**src/rtl/adc_pipe_pkg.sv**
```systemverilog
`default_nettype none
// ============================================================================
// Module      : adc_pipe_pkg
// Description : Shared constants and helpers for the pipelined 1.5-bit/stage
//               ADC digital back-end (one-hot codes, mid-code substitute,
//               output width function).
// Revision    : 1.0 - initial release
// ============================================================================
package adc_pipe_pkg;

    // One-hot comparator codes produced by a 1.5-bit stage
    localparam logic [2:0] OH_CODE0 = 3'b001;
    localparam logic [2:0] OH_CODE1 = 3'b010;
    localparam logic [2:0] OH_CODE2 = 3'b100;

    // Value used in place of a stage decision that is not a legal one-hot code
    localparam logic [1:0] MID_CODE = 2'd1;

    // Width of the corrected output word
    function automatic int out_w(input int n, input int l);
        return n + l;
    endfunction

endpackage
`default_nettype wire

```
**src/rtl/adc_pipe_ohdec.sv**
```systemverilog
`default_nettype none
// ============================================================================
// Module      : adc_pipe_ohdec
// Description : 3-bit one-hot to 2-bit binary decoder for one 1.5-bit stage.
//               Illegal codes (none or several bits set) decode to the
//               mid code and raise o_invalid.
// Revision    : 1.0 - initial release
// ============================================================================
module adc_pipe_ohdec
    import adc_pipe_pkg::*;
(
    input  logic [2:0] i_onehot,
    output logic [1:0] o_code,
    output logic       o_invalid
);

    // Map each legal one-hot pattern to its index; anything else is substituted
    always_comb begin
        o_code    = MID_CODE;
        o_invalid = 1'b0;
        case (i_onehot)
            OH_CODE0: o_code = 2'd0;
            OH_CODE1: o_code = 2'd1;
            OH_CODE2: o_code = 2'd2;
            default: begin
                o_code    = MID_CODE;
                o_invalid = 1'b1;
            end
        endcase
    end

endmodule
`default_nettype wire

```
**src/rtl/adc_pipe_encoder_gen.sv**
```systemverilog
`default_nettype none
// ============================================================================
// Module      : adc_pipe_encoder_gen
// Description : Parametrised back-end for a pipelined 1.5-bit/stage ADC.
//               Decodes each stage, realigns the stage decisions in time,
//               applies overlap-add correction and tracks sample validity
//               and invalid-code errors with a saturating counter.
// Revision    : 1.0 - initial release
// ============================================================================
module adc_pipe_encoder_gen
    import adc_pipe_pkg::*;
#(
    parameter int NUM_STAGES = 2,
    parameter int LAST_BITS  = 1,
    parameter int ERR_CNT_W  = 8
) (
    input  logic                                    clock_i,
    input  logic                                    reset_i,
    input  logic                                    valid_i,
    input  logic [3*NUM_STAGES-1:0]                 d_stage_i,
    input  logic [LAST_BITS-1:0]                    d_last_stage_i,
    input  logic                                    clr_i,
    output logic [out_w(NUM_STAGES, LAST_BITS)-1:0] d_o,
    output logic                                    valid_o,
    output logic                                    err_o,
    output logic [ERR_CNT_W-1:0]                    err_cnt_o
);

    localparam int DW = out_w(NUM_STAGES, LAST_BITS);

    // Aligned stage decisions and error flags, all belonging to the same sample
    logic [2*NUM_STAGES-1:0] w_tap_code;
    logic [NUM_STAGES-1:0]   w_tap_err;

    logic [NUM_STAGES-1:0]   r_tag;
    logic [NUM_STAGES-1:0]   w_tag_nxt;
    logic [DW-1:0]           w_sum;
    logic                    w_any_err;
    logic [DW-1:0]           r_d;
    logic [DW-1:0]           w_d_nxt;
    logic                    r_valid;
    logic                    r_err;
    logic                    w_err_nxt;
    logic [ERR_CNT_W-1:0]    r_err_cnt;
    logic [ERR_CNT_W-1:0]    w_err_cnt_nxt;

    // Stage k resolves k-1 cycles after launch, so it needs N-k+1 delay
    // registers to line up with the final flash stage at launch+N.
    genvar gs;
    generate
        for (gs = 0; gs < NUM_STAGES; gs++) begin : g_stage
            localparam int DEPTH = NUM_STAGES - gs;

            logic [1:0]         w_code;
            logic               w_inv;
            logic [3*DEPTH-1:0] r_dly;
            logic [3*DEPTH-1:0] w_dly_nxt;

            adc_pipe_ohdec u_dec (
                .i_onehot  (d_stage_i[3*gs +: 3]),
                .o_code    (w_code),
                .o_invalid (w_inv)
            );

            // Shift the {error, code} entry one position deeper each cycle
            always_comb begin
                w_dly_nxt = (3*DEPTH)'({r_dly, w_inv, w_code});
            end

            // Delay-line register
            always_ff @(posedge clock_i) begin
                if (reset_i) begin
                    r_dly <= '0;
                end else begin
                    r_dly <= w_dly_nxt;
                end
            end

            assign w_tap_code[2*gs +: 2] = r_dly[3*DEPTH-2 -: 2];
            assign w_tap_err[gs]         = r_dly[3*DEPTH-1];
        end
    endgenerate

    // Valid tag travels alongside stage 1 data through an N-deep shift
    always_comb begin
        w_tag_nxt = NUM_STAGES'({r_tag, valid_i});
    end

    // Valid tag register
    always_ff @(posedge clock_i) begin
        if (reset_i) begin
            r_tag <= '0;
        end else begin
            r_tag <= w_tag_nxt;
        end
    end

    // Overlap-add: stage k carries weight 2^(N-k+L-1); the sum cannot exceed
    // 2^(N+L)-1, so no saturation is needed at full output width.
    always_comb begin
        w_sum     = DW'(d_last_stage_i);
        w_any_err = 1'b0;
        for (int s = 0; s < NUM_STAGES; s++) begin
            w_sum     = w_sum + (DW'(w_tap_code[2*s +: 2]) << (NUM_STAGES - s - 2 + LAST_BITS));
            w_any_err = w_any_err | w_tap_err[s];
        end
    end

    // Capture a completed sample; hold the previous result otherwise
    always_comb begin
        w_d_nxt   = r_d;
        w_err_nxt = r_err;
        if (r_tag[NUM_STAGES-1]) begin
            w_d_nxt   = w_sum;
            w_err_nxt = w_any_err;
        end
    end

    // Counter counts presented erroneous samples; clear wins over increment
    always_comb begin
        w_err_cnt_nxt = r_err_cnt;
        if (clr_i) begin
            w_err_cnt_nxt = '0;
        end else if (r_valid && r_err && !(&r_err_cnt)) begin
            w_err_cnt_nxt = r_err_cnt + 1'b1;
        end
    end

    // Output and counter registers
    always_ff @(posedge clock_i) begin
        if (reset_i) begin
            r_d       <= '0;
            r_valid   <= 1'b0;
            r_err     <= 1'b0;
            r_err_cnt <= '0;
        end else begin
            r_d       <= w_d_nxt;
            r_valid   <= r_tag[NUM_STAGES-1];
            r_err     <= w_err_nxt;
            r_err_cnt <= w_err_cnt_nxt;
        end
    end

    assign d_o       = r_d;
    assign valid_o   = r_valid;
    assign err_o     = r_err;
    assign err_cnt_o = r_err_cnt;

endmodule
`default_nettype wire
```
**config.mk**
```make
export PLATFORM = sky130hd
export DESIGN_NAME = adc_pipe_encoder_gen
export DESIGN_NICKNAME = d
export VERILOG_FILES = /design/src/rtl/adc_pipe_pkg.sv /design/src/rtl/adc_pipe_ohdec.sv /design/src/rtl/adc_pipe_encoder_gen.sv
export SDC_FILE = /design/constraint.sdc
export NUM_CORES = 1
export LEC_CHECK = 0
export CAP_MARGIN = 20
export CORE_MARGIN = 2
export CORE_UTILIZATION = 47
export CTS_CLUSTER_DIAMETER = 40
export DETAILED_ROUTE_END_ITERATION = 7
export HOLD_SLACK_MARGIN = 0.03
export PLACE_DENSITY = 0.77
export RECOVER_POWER = 50
export SYNTH_ARGS = -nofsm -noshare
export SYNTH_HDL_FRONTEND = slang
export SYNTH_SLANG_ARGS = --single-unit
```
**constraint.sdc**
```tcl
create_clock -name clock_i -period 1.5 [get_ports clock_i]
set_input_delay 0.3 -clock clock_i [delete_from_list [all_inputs] [get_ports clock_i]]
set_output_delay 0.3 -clock clock_i [all_outputs]
set_load 0.01 [all_outputs]
```
=== Yosys cells after proc, flatten, opt, wreduce, memory -nomap -nowiden ===
Cells that the tools add are included.
Widths: inputs -> output; s select.

* Register bits: 24
* Latch bits: 0
* RAM bits: 0
* Memory bits (read-only): 0
* Output and inout bits: 13
* Word-level logic and storage cells: 28
* Memories: 0

* Add/subtract/negate cells: 3
* Multiply operators: 0
* Div/mod/pow operators: 0
* Order comparisons: 0
* Equal/unequal tests: 6
* Shift operators: 0
* Multiplexer cells: 4
* Bitwise logic cells: 1
* Reduce and logical (&&, ||, !) cells: 7

{| class="wikitable"
|+ Operators with widths
! operator !! number
|-
| $add 8x1->8 const B || 1
|-
| $pmux 2 s2 || 2
|-
| $reduce_and 8->1 || 1
|-
| $eq 3x1->1 const B || 2
|-
| $eq 3x2->1 const B || 2
|-
| $eq 3x3->1 const B || 2
|-
| $reduce_or 3->1 || 2
|-
| $add 1x3->3 || 1
|-
| $add 3x2->3 || 1
|-
| $logic_and 1x1->1 || 2
|-
| $mux 1 || 2
|-
| $reduce_or 2->1 || 1
|-
| $logic_not 1->1 || 1
|-
| $or 1x1->1 || 1
|}

=== Depth between registers and ports, before layout ===
* Depth in word-level cells: 3
* Mapped depth: 6
* Mapped depth without buffers: 6

=== Modules after synthesis ===
From an unflattened synthesis, not the netlist that was laid out.

* Cells, all modules: 103
* Area total of the unflattened synthesis: 964.7 µm²

{| class="wikitable"
|+ Modules (own cells, without submodules)
! module !! times used !! cells an instance !! area each (µm²) !! sequential area each (µm²)
|-
| adc_pipe_encoder_gen || 1 || 91 || 882.1 || 480.5
|-
| adc_pipe_ohdec || 2 || 6 || 41.3 || 0.0
|}

=== Least setup slack after synthesis ===
Ideal clock, no wire load.

* Path kind: reg-to-reg
* Start: register r_err_cnt[0], in the netlist err_cnt_o[0]
* End: register r_err_cnt[5], in the netlist err_cnt_o[5]
* Setup time: 0.070 ns
* Arrival time: 1.338 ns
* Required time: 1.430 ns
* Setup slack: 0.092 ns
* Cell stages (with the launch flop): 6
* Buffers on the path: 0
* Period minus slack after synthesis: 1.408 ns
* Cells stage by stage: dfxtp_1 -> ha_1 -> nand3_1 -> nor2_1 -> or4_1 -> a21oi_1

* Cells in the longest elaborated chain, start to end: 3

{| class="wikitable"
|+ RTL lines
! item !! RTL line !! RTL
|-
| start: declaration || adc_pipe_encoder_gen.sv:44 || <nowiki>logic [ERR_CNT_W-1:0] r_err_cnt;</nowiki>
|-
| start signal: assignment || adc_pipe_encoder_gen.sv:140 || <nowiki>r_err_cnt <= w_err_cnt_nxt;</nowiki>
|-
| parallel branches: the longest is 3 deep, another holds $add 8x1->8 || -- ||
|}

Parallel ways; which one is timed is not known.
A chain may end at the register's enable or synchronous reset.

=== Worst setup path after layout ===
* Start: input port d_last_stage_i
* End: register r_d[2], in the netlist d_o[2]

* Cells in the longest elaborated chain, start to end: 2

{| class="wikitable"
|+ RTL lines
! item !! RTL line !! RTL
|-
| start: declaration || adc_pipe_encoder_gen.sv:21 || <nowiki>input logic [LAST_BITS-1:0] d_last_stage_i,</nowiki>
|-
| $add 1x3->3 || adc_pipe_encoder_gen.sv:104 || <nowiki>w_sum = w_sum + (DW'(w_tap_code[2*s +: 2]) << (NUM_STAGES - s - 2 + LAST_BITS));</nowiki>
|-
| $add 3x2->3 || adc_pipe_encoder_gen.sv:104 ||
|-
| end signal: assignment || adc_pipe_encoder_gen.sv:137 || <nowiki>r_d <= w_d_nxt;</nowiki>
|-
| end: declaration || adc_pipe_encoder_gen.sv:39 || <nowiki>logic [DW-1:0] r_d;</nowiki>
|}

Every way passes these cells.

==> results.sh <==
export IMPL_grtUsageTotal_pct=17.9
export IMPL_grt_max_degree=17
export IMPL_min_period_ns=1.46
export IMPL_synth_seq_cells=24
export IMPL_die_y_um=49.1
export IMPL_dieWidth_um=49.1
export IMPL_end_kind="register"
export IMPL_cts_root_buf="clkbuf_4"
export IMPL_clk_pin_slew_worst_paths_ns=0.13
export IMPL_ys_seq_area_share_pct=50.2
export IMPL_finalNonFillerCells=155
export IMPL_detail_route_antenna_nets=0
export IMPL_cts_setup_buffers=0
export IMPL_hpwl_um=1400
export IMPL_syn_area_um2=957
export IMPL_drive_gt1_share_pct=14.8
export IMPL_syn_area_per_cell_um2=9.48
export IMPL_maxSlewViolCount=0
export IMPL_setup_viol=0
export IMPL_required_ns=1.69
export IMPL_diodes=0
export IMPL_critPathMaxStageDelay_ns=0.46
export IMPL_crit_slowest_cell="clkdlybuf4s50_1"
export IMPL_outcome="complete, no violations"
export IMPL_fin_crit_sh_pct=97.3
export IMPL_place_area_um2=1230
export IMPL_finalNetCount=143
export IMPL_rrSetupSlack_ns=0.10
export IMPL_routedWlPerCell_um=11.5
export IMPL_worstHoldPathType="register to register"
export IMPL_hold_violations=0
export IMPL_grt_antenna_before_repair=0
export IMPL_ios=24
export IMPL_grt_pass1_wl_um=3250
export IMPL_wirelength_um=1790
export IMPL_drv_cap=0
export IMPL_p_per_area_nw_per_um2=853
export IMPL_busiest_layer="met2"
export IMPL_area_growth_pct=33.5
export IMPL_drc=0
export IMPL_cp_max_fo=1
export IMPL_crit_arrival_ns=1.65
export IMPL_post_route_cell_area_um2=1280
export IMPL_numPortBuffers=23
export IMPL_worst_pin_slew_ns=0.637
export IMPL_grt_setup_unrepaired="false"
export IMPL_peakVddDrop_mv=0.564
export IMPL_clock_latency_ns=0.31
export IMPL_synthCells=101
export IMPL_final_common_cell="nor2_1"
export IMPL_finClkSkew_ns=0.00540
export IMPL_overflow=0
export IMPL_grt_use_met3_pct=3.99
export IMPL_cts_sinks=24
export IMPL_cts_path_max_buffers=2
export IMPL_cts_made_buffers=3
export IMPL_grt_pass1_vias=783
export IMPL_cts_tree="built"
export IMPL_via_count=779
export IMPL_fmax_ghz=0.685
export IMPL_first_pass_iters=4
export IMPL_drtIter0Drc=7
export IMPL_start_util_pct=49.3
export IMPL_final_cell_mix="17 x nor2_1, 16 x dfxtp_1, 12 x dlygate4sd2_1"
export IMPL_path_cells="clkdlybuf4s50_1 > ha_1 > inv_1 > fa_1 > xnor2_1 > mux2i_1 > nor2_1"
export IMPL_final_setup_tns_ns=0
export IMPL_h_tree_depth=1
export IMPL_syn_num_nets=115
export IMPL_slew_headroom_pct=57.5
export IMPL_use_met1_pct=18.7
export IMPL_core_area_um2=1940
export IMPL_leakage_nw=0.520
export IMPL_placedCellCount=151
export IMPL_place_congestion=0.756
export IMPL_worstSetupPathType="input pin to register"
export IMPL_synth_warnings=0
export IMPL_via_per_inst=5.03
export IMPL_synth_distinct_cells=28
export IMPL_grt_use_met2_pct=33.1
export IMPL_die_area_um2=2410
export IMPL_fp_row_count=16
export IMPL_start_kind="input pin"
==> final timing paths <==
check	from	end	cells after the start
worst max register to register	err_cnt_o[1]	err_cnt_o[5]	5
worst min register to register	g_stage[0].r_dly[2]	g_stage[0].r_dly[5]	1
worst min-delay path	g_stage[0].r_dly[2]	g_stage[0].r_dly[5]	1
worst max-delay path	d_last_stage_i	d_o[2]	7
==> cell type report <==
cell class	count	area (um^2)
fill	185	664
sequential	24	498
multi-input combinational	70	460
timing repair buffer	26	234
clock buffer	4	36.3
tap	27	33.8
inverter	4	15.0
==> synthesized netlist by cell type (all sizes together) <==
| cell type | count | share of area (%) |
|---|---|---|
| dfxtp | 24 | 50 |
| nor2 | 18 | 7.1 |
| nor2b | 7 | 4.6 |
| a211oi | 6 | 4.7 |
| xnor2 | 5 | 4.6 |
| inv | 4 | 1.6 |
| nand2 | 4 | 1.8 |
| nor3 | 4 | 2.1 |
| a21oi | 3 | 1.6 |
| clkbuf | 3 | 1.2 |
| mux2i | 3 | 3.1 |
| ha | 2 | 2.6 |
| nand3 | 2 | 1.0 |
| nand4 | 2 | 1.3 |
| nor4b | 2 | 1.8 |
| a31oi | 1 | 0.65 |
| and2 | 1 | 0.92 |
| and3 | 1 | 0.65 |
| and4 | 1 | 0.92 |
| fa | 1 | 2.1 |
| o21a | 1 | 0.78 |
| o21ai | 1 | 0.52 |
| o21ba | 1 | 1.0 |
| o31ai | 1 | 0.78 |
| or2 | 1 | 0.65 |
| or4 | 1 | 0.78 |
| xor2 | 1 | 0.92 |
==> report_power, final <==
group,internal [W],switching [W]
sequential,0.000653,0.00000940
combinational,0.0000530,0.0000418
clock,0.000148,0.000184
total,0.000854,0.000235
==> timing repair <==
| item | 4_1_cts | 5_1_grt |
|---|---|---|
| gates cloned | 0 | 0 |
| gates resized for setup | 23 | 5 |
| setup endpoints to repair | 12 | 3 |
| hold buffers | 0 | 0 |
==> cell families (layout without fill, tap and decap cells) <==
kind of cell,after synthesis,in the layout,synth area share [%]
multiplexers,3,3,3.14
buffers and inverters,7,34,2.74
XOR/XNOR,6,6,5.49
flip-flops,24,24,50.2
adder cells (fa/ha/maj),3,3,4.71
AO/OA/AOI/OAI,14,14,10.1
AND/OR/NAND/NOR,44,44,23.7
==> registers in the layout (all words and copies together), names as in the netlist <==
name and cells:
err_cnt_o 8, r_tag 2, valid_o 1, d_o 3
g_stage.r_dly 9, err_o 1
==> metal layers <==
metal / part of all wire (%) / wire length, um
met2: 55 / 989
met1: 39 / 697
met5: 0 / 0
met4: 0.73 / 13
met3: 4.9 / 87
==> critical path: cells and delay by family <==
kind	cells	cell delay, ns
xor gates and xnor gates	1	0.14
muxes	1	0.14
adders and majority gates	2	0.51
and+or+nand+nor	1	0.05
buffers and inverters	2	0.50
==> through the flow <==
| stage | hold slack, ns | total power, W | worst slack [ns] | utilization [%] |
|---|---|---|---|---|
| after global routing | 0.469 | 0.00114 | 0.00810 | 65.8 |
| after global placement | 0.421 | 0.000777 | -0.212 | 63.5 |
| after detailed placement | 0.429 | 0.000784 | -0.297 | 63.5 |
| after floorplan | 0.372 | 0.000727 | 0.0923 | - |
| final | 0.452 | 0.00109 | 0.0404 | 65.8 |
| after CTS | 0.458 | 0.00111 | 0.000839 | 65.5 |
No activity file was read; power rests on OpenSTA's default activity.
